[config.mk]
export PLATFORM = sky130hd
export DESIGN_NAME = key_code_decoder
export DESIGN_NICKNAME = d
export VERILOG_FILES = /design/src/rtl/key_code_decoder.sv
export SDC_FILE = /design/constraint.sdc
export NUM_CORES = 1
export LEC_CHECK = 0
export CORE_AREA = 2 2 70 72
export CTS_BUF_LIST = sky130_fd_sc_hd__clkbuf_16
export DETAILED_ROUTE_END_ITERATION = 16
export DIE_AREA = 0 0 72 74
export GPL_TIMING_DRIVEN = 0
export PLACE_DENSITY = 0.61
export SYNTH_ARGS = -nofsm -noshare
export SYNTH_HDL_FRONTEND = slang
export SYNTH_SLANG_ARGS = --single-unit
[constraint.sdc]
create_clock -name clk -period 5.52 [get_ports clk]
set_input_delay 1.104 -clock clk [delete_from_list [all_inputs] [get_ports clk]]
set_output_delay 1.104 -clock clk [all_outputs]
set_load 0.005 [all_outputs]
[src/rtl/key_code_decoder.sv]
// Key code decoder: stability filter, key-line decode and press/release event buffer
// for the 9-key active-low priority code.
module key_code_decoder #(
  parameter int unsigned STABLE_CYCLES = 4
) (
  input  logic       clk,
  input  logic       rst_n,
  input  logic [3:0] code_n,
  output logic [8:0] line_n,
  output logic [3:0] key_val,
  output logic       evt_valid,
  input  logic       evt_ready,
  output logic [3:0] evt_key,
  output logic       evt_press,
  output logic       evt_overrun,
  output logic       code_err
);

  localparam int unsigned CODE_W = 4;
  localparam int unsigned LINE_W = 9;
  localparam int unsigned CNT_W  = 8;
  localparam logic [CNT_W-1:0]  STABLE_CNT = CNT_W'(STABLE_CYCLES);
  localparam logic [CODE_W-1:0] MAX_KEY    = CODE_W'(9);
  localparam logic [LINE_W-1:0] LINE_NONE  = '1;

  typedef enum logic {IDLE, HELD} state_t;

  state_t              state;
  logic [CODE_W-1:0]   candidate;
  logic [CNT_W-1:0]    count;
  logic [CODE_W-1:0]   last_stable;

  logic [CODE_W-1:0]   raw_c;
  logic [CNT_W-1:0]    cnt_next_c;
  logic                stable_new_c;
  logic                is_key_c;
  logic                new_evt_c;
  logic [CODE_W-1:0]   new_key_c;
  logic                new_press_c;
  logic                handshake_c;

  // Active-low one-hot line pattern for key k (1..9)
  function automatic logic [LINE_W-1:0] key_lines(input logic [CODE_W-1:0] k);
    key_lines = ~(LINE_W'(1) << (CODE_W'(k - CODE_W'(1))));
  endfunction

  // Filter next count, new-stable detection and event generation
  always_comb begin
    raw_c        = ~code_n;
    cnt_next_c   = CNT_W'(1);
    stable_new_c = 1'b0;
    is_key_c     = 1'b0;
    new_evt_c    = 1'b0;
    new_key_c    = '0;
    new_press_c  = 1'b0;
    handshake_c  = evt_valid && evt_ready;

    if (raw_c == candidate) begin
      cnt_next_c = (count >= STABLE_CNT) ? STABLE_CNT : CNT_W'(count + CNT_W'(1));
    end
    stable_new_c = (cnt_next_c == STABLE_CNT) && (raw_c != last_stable);
    is_key_c     = (raw_c != '0) && (raw_c <= MAX_KEY);

    if (stable_new_c) begin
      if (is_key_c) begin
        new_evt_c   = 1'b1;
        new_key_c   = raw_c;
        new_press_c = 1'b1;
      end else if (raw_c == '0 && state == HELD) begin
        new_evt_c   = 1'b1;
        new_key_c   = key_val;
        new_press_c = 1'b0;
      end
    end
  end

  // Filter state, key FSM, held-key outputs and single-entry event buffer
  always_ff @(posedge clk) begin
    if (!rst_n) begin
      state       <= IDLE;
      candidate   <= '0;
      count       <= '0;
      last_stable <= '0;
      line_n      <= LINE_NONE;
      key_val     <= '0;
      evt_valid   <= 1'b0;
      evt_key     <= '0;
      evt_press   <= 1'b0;
      evt_overrun <= 1'b0;
      code_err    <= 1'b0;
    end else begin
      candidate <= raw_c;
      count     <= cnt_next_c;
      code_err  <= 1'b0;

      if (stable_new_c) begin
        last_stable <= raw_c;
        if (is_key_c) begin
          state   <= HELD;
          line_n  <= key_lines(raw_c);
          key_val <= raw_c;
        end else if (raw_c == '0) begin
          state   <= IDLE;
          line_n  <= LINE_NONE;
          key_val <= '0;
        end else begin
          code_err <= 1'b1;
        end
      end

      if (new_evt_c) begin
        if (!evt_valid || handshake_c) begin
          evt_valid <= 1'b1;
          evt_key   <= new_key_c;
          evt_press <= new_press_c;
        end else begin
          evt_overrun <= 1'b1;
        end
      end else if (handshake_c) begin
        evt_valid <= 1'b0;
      end
    end
  end

endmodule

==> flow_summary.toml, run 1 <==
[die]
dieArea_um2 = 5330
fp.dieH_um = 74
pin_count = 28
die_x_um = 72
core_um2 = 4600
rows = 25
start_util_pct = 33.9

[pwr]
p_leak_nw = 0.825
power_density_nw_per_um2 = 294
ir_worst_vdd_mv = 0.145

[global_route]
grt_use_total_pct = 14.6
grt_max_degree = 12
grt_pass1_wl_um = 5860
grt_pass1_vias = 1293
grt_overflow = 0
antenna_found_initial = 0

[final_layout]
drive_gt1_share_pct = 5.53
seqCellArea_um2 = 761
layout.nets = 225
fill_cells = 457
syn2layout_area_growth_pct = 31.5
multi_input_comb_area_um2 = 722
finalNonFillerCells = 271
diodes = 0

[synth]
synth.distinct_cells = 36
synth_seq_area_share_pct = 48.8
syn_avg_cell_area_um2 = 8.76
ys_async_sr_fraction_pct = 0
synth.area.top_cells = "dfxtp_1 (49%), nand2_1 (4.6%), inv_1 (2.9%), nor2_1 (2.9%), a31oi_1 (2.8%)"
synth-edff-count = 0
synth_area_um2 = 1560
postSynthCellCount = 178
synth_area_leader_cell = "dfxtp_1"
yosysTopAreaCellShare_pct = 48.8
synth_flop_cell = "dfxtp_1"
yosys_warnings = 0
yosys_register_bits = 38

[critical_path]
crit_type = "primary input to flop"
worstSetupEndpointType = "flop"
startpoint_type = "primary input"
crit_required_ns = 5.73
arrival_ns = 3.22
crit_fanout = 10

[clock_network]
cts_max_path_buffers = 2
cts_resized = 0
htree_levels = 2
clk_pin_slew_ns = 0.05
hold_buffers = 0
clock_latency_ns = 0.28
cts_tree = "yes"
root_buffer = "clkbuf_16"
cts_sinks = 38
cts-buffers-inserted = 5
post_cts_buffers = 0

[placement]
io_buffer_count = 27
gp_congestion = 0.852
dp_hpwl_um = 2490
dp.cells = 263

[timing]
setup_violations = 0
fin_crit_sh_pct = 54.5
finalCriticalPeriod_ns = 3.01
fin_skew_ns = 0.00507
rsz0062_at_grt = "no"
fin_setup_tns_ns = 0
hold_ws_ns = 0.444
slew_violations = 0
hold_viol_final = 0
max_freq_ghz = 0.333

[drt]
vias_per_cell = 5.00
wl_per_cell_um = 12.8
drt-total-wl_um = 3470
dr.pass1.iters = 7
drt-initial-drc-count = 81
vias = 1354
postRouteAntennaNets = 0
drc_errors = 0

[min_path]
worstHoldPathType = "flop to flop"

[job]
cap_violations = 0

[status]
status = "finished clean"
metrics by stage:
step           cell area (um2)  utilization [%]  setup slack, ns  power (W)
6_report                  2050             44.6             2.51   0.000603
5_1_grt                   2050             44.6             2.38   0.000631
4_1_cts                   2050             44.6             2.53   0.000609
3_5_place_dp              1910             41.6             2.25   0.000342
3_3_place_gp              1910             41.6             2.26   0.000342
2_1_floorplan             1570                -             2.99   0.000324
cell families after synthesis:
logic type                 share of synthesized area [%]
adders and majority gates                           1.60
muxes                                              0.642
buffers and inverters                               5.86
AOI/OAI and AO/OA                                   13.6
and+or+nand+nor                                     24.7
DFF                                                 48.8
xor gates and xnor gates                            4.49
other                                              0.241
critical path, cell delays in order:
cell and delay, ns:
clkdlybuf4s50_1 0.55, clkbuf_1 0.40, xor2_1 0.12, nand4_1 0.18, nand3_1 0.17, buf_2 0.24
nor2_1 0.23, mux2i_1 0.21
sequential cells by signal (all words and copies together), names as in the netlist:
name         cells
line_n           9
key_val          4
state            1
count            8
evt_overrun      1
evt_valid        1
evt_press        1
code_err         1
last_stable      4
candidate        4
evt_key          4
layer usage:
layer / routed length, um / vias to the layer above / GRT usage, % / part of all wire, %
met5: 0 / - / 0 / 0
met4: 79 / 0 / 8.18 / 2.3
met3: 138 / 5 / 4.74 / 4.0
met2: 1570 / 24 / 22.6 / 45
met1: 1680 / 636 / 18.0 / 48
li1: - / 689 / - / -
power by group:
group	total (W)	leakage (nW)	internal, W	switching, W
sequential	0.000286	0.310	0.000282	0.00000389
clock	0.000266	0.0724	0.000163	0.000103
combinational	0.0000507	0.442	0.0000202	0.0000306
final timing paths:
kind / from / end / slack [ns] / cells past startpoint
worst max-delay path: code_n[2] / evt_press / 2.51 / 8
worst min register to register: evt_key[1] / evt_key[1] / 0.44 / 2
worst max register to register: count[0] / evt_press / 3.58 / 8
worst min-delay path: evt_key[1] / evt_key[1] / 0.44 / 2
placed cells by master, fill, tap and decap left out, drive strengths merged, types with 2 or more instances in the layout:
cell	netlist	layout
a31o	3	3
o22ai	2	2
a31oi	7	7
and3	3	3
nand3	8	8
nand3b	3	3
nor2	12	12
clkinv	0	2
clkdlybuf4s50	0	27
o21ai	9	9
conb	1	5
a32oi	2	2
nor2b	4	4
buf	4	4
nand2	19	19
xor2	4	4
nand2b	3	3
inv	12	13
o221a	2	2
nor4	4	4
xnor2	4	4
clkbuf	7	12
nand4	5	5
a21oi	6	6
nor3	6	6
dfxtp	38	38
ha	2	2
cells in the mapped netlist (all sizes together), types with 5 or more instances:
| library cell | count |
|---|---|
| inv | 12 |
| a21oi | 6 |
| nor2 | 12 |
| o21ai | 9 |
| dfxtp | 38 |
| nand4 | 5 |
| nand3 | 8 |
| nor3 | 6 |
| nand2 | 19 |
| clkbuf | 7 |
| a31oi | 7 |
area by class of cell:
class,instances,share of cell area [%]
inverters,12,2.20
plain buffers,11,2.26
well taps,54,3.30
repair buffers,27,13.2
clock inverters,3,0.610
clock buffers,5,6.10
flip-flops and latches,38,37.1
multi-input cells,121,35.2
No activity file was read; power rests on OpenSTA's default activity.
==> run 2: changes to the inputs <==
PLACE_DENSITY = 0.63   (was 0.61)
clock period = 2.54 ns   (was 5.52 ns; I/O delays follow)
==> flow_summary.toml, run 2 (synthesized netlist as in run 1, its figures left out) <==
[status]
status = "finished clean"

[die]
rows = 25
dieArea_um2 = 5330
start_util_pct = 33.9
die_x_um = 72
pin_count = 28
fp.dieH_um = 74
core_um2 = 4600

[critical_path]
r2r_cells = 8
startpoint_type = "primary input"
crit_chain = "clkdlybuf4s50_1 -> clkbuf_1 -> xor2_1 -> nand4_1 -> nand3_1 -> buf_2 -> nor2_1 -> mux2i_1"
slowest_delay_ns = 0.53
slowest_stage = "clkdlybuf4s50_1"
worstSetupEndpointType = "flop"
crit_fanout = 10
crit_required_ns = 2.75
arrival_ns = 2.54
crit_type = "primary input to flop"

[timing]
finalCriticalPeriod_ns = 2.34
rsz0062_at_grt = "no"
slew_violations = 0
max_freq_ghz = 0.428
fin_skew_ns = 0.00433
fin_crit_sh_pct = 92.0
hold_viol_final = 0
setup_violations = 0

[clock_network]
cts_tree = "yes"
root_buffer = "clkbuf_16"
cts-buffers-inserted = 5
clock_latency_ns = 0.28
cts_max_path_buffers = 2
clk_pin_slew_ns = 0.05
hold_buffers = 0
htree_levels = 2
cts_sinks = 38

[global_route]
grt_pass1_vias = 1179
grt_use_total_pct = 13.8
use_met3_pct = 3.66
gr-usage-met1_pct = 18.3
grt_pass1_wl_um = 5620
grt_overflow = 0
grt_max_degree = 12
top_usage_layer = "met2"
grt_use_met2_pct = 21.1
antenna_found_initial = 0

[final_layout]
fill_cells = 454
top_register = "line_n"
fin_area_um2 = 2050
mostFrequentLayoutCells = "dfxtp_1 (38), clkdlybuf4s50_1 (27), nand2_1 (19), inv_1 (13), nor2_1 (12)"
syn2layout_area_growth_pct = 31.6
drive_gt1_share_pct = 6.45
layout.nets = 225
largest_register_ffs = 9
final_core_util_pct = 44.6
diodes = 0
largestRegisters = "line_n: 9 flops, count: 8 flops"
layout_commonest_cell = "dfxtp_1"

[drt]
vias_per_cell = 4.97
drc_errors = 0
postRouteAntennaNets = 0
drt-total-wl_um = 3410
vias = 1348
wl_per_cell_um = 12.6
drt-initial-drc-count = 102
dr.pass1.iters = 4

[min_path]
worstHoldPathType = "flop to flop"
hold_depth = 2

[placement]
gp_congestion = 0.856
io_buffer_count = 27
placed_cell_area_um2 = 1910
dp_hpwl_um = 2550

[pwr]
p_leak_nw = 0.831
ir_worst_vdd_mv = 0.319
power_density_nw_per_um2 = 637

[job]
cap_violations = 0
[run 2: worst max-delay path, delay by kind of cell]
family,cells,cell delay (ns)
and+or+nand+nor,3,0.54
buffers and inverters,3,1.15
muxes,1,0.22
xor gates and xnor gates,1,0.12
[run 2: cell type report]
type / count / area [um2] / area share, %
tap: 54 / 67.6 / 3.29
inverter: 12 / 45.0 / 2.20
multi-input combinational: 121 / 722 / 35.2
timing repair buffer: 27 / 270 / 13.2
sequential: 38 / 761 / 37.1
clock buffer: 5 / 125 / 6.10
clock inverter: 3 / 12.5 / 0.610
buffer: 11 / 48.8 / 2.38
[run 2: final timing paths]
path / to / start / slack [ns]
setup / recovery: evt_press / code_n[0] / 0.20
hold reg to reg: evt_key[2] / evt_key[2] / 0.45
setup reg to reg: evt_press / count[0] / 0.56
hold / removal: evt_key[2] / evt_key[2] / 0.45
[run 2: power breakdown]
group	internal (W)	switching, W
combinational	0.0000443	0.0000664
clock	0.000354	0.000220
sequential	0.000613	0.00000869
[run 2: layer usage]
layer  wire, um  up-vias
met2       1570       34
met1       1640      613
li1           -      695
met5          0        -
met4         50        0
met3        155        6
[run 2: per-stage QoR]
stage               instances  setup TNS (ns)  setup slack (ns)  power (W)  hold slack (ns)
global route              271               0            0.0372    0.00136            0.467
floorplan                 182               0             0.608   0.000703            0.440
detailed placement        263          -0.930            -0.140   0.000744            0.452
global placement          263          -0.567            -0.105   0.000742            0.437
finish                    271               0             0.202    0.00131            0.451
CTS                       271               0             0.148    0.00132            0.459
[run 2: repair_timing]
item / CTS / global route
resized for setup: 0 / 4
setup endpoints to repair: 0 / 1
buffers inserted: 0 / 0
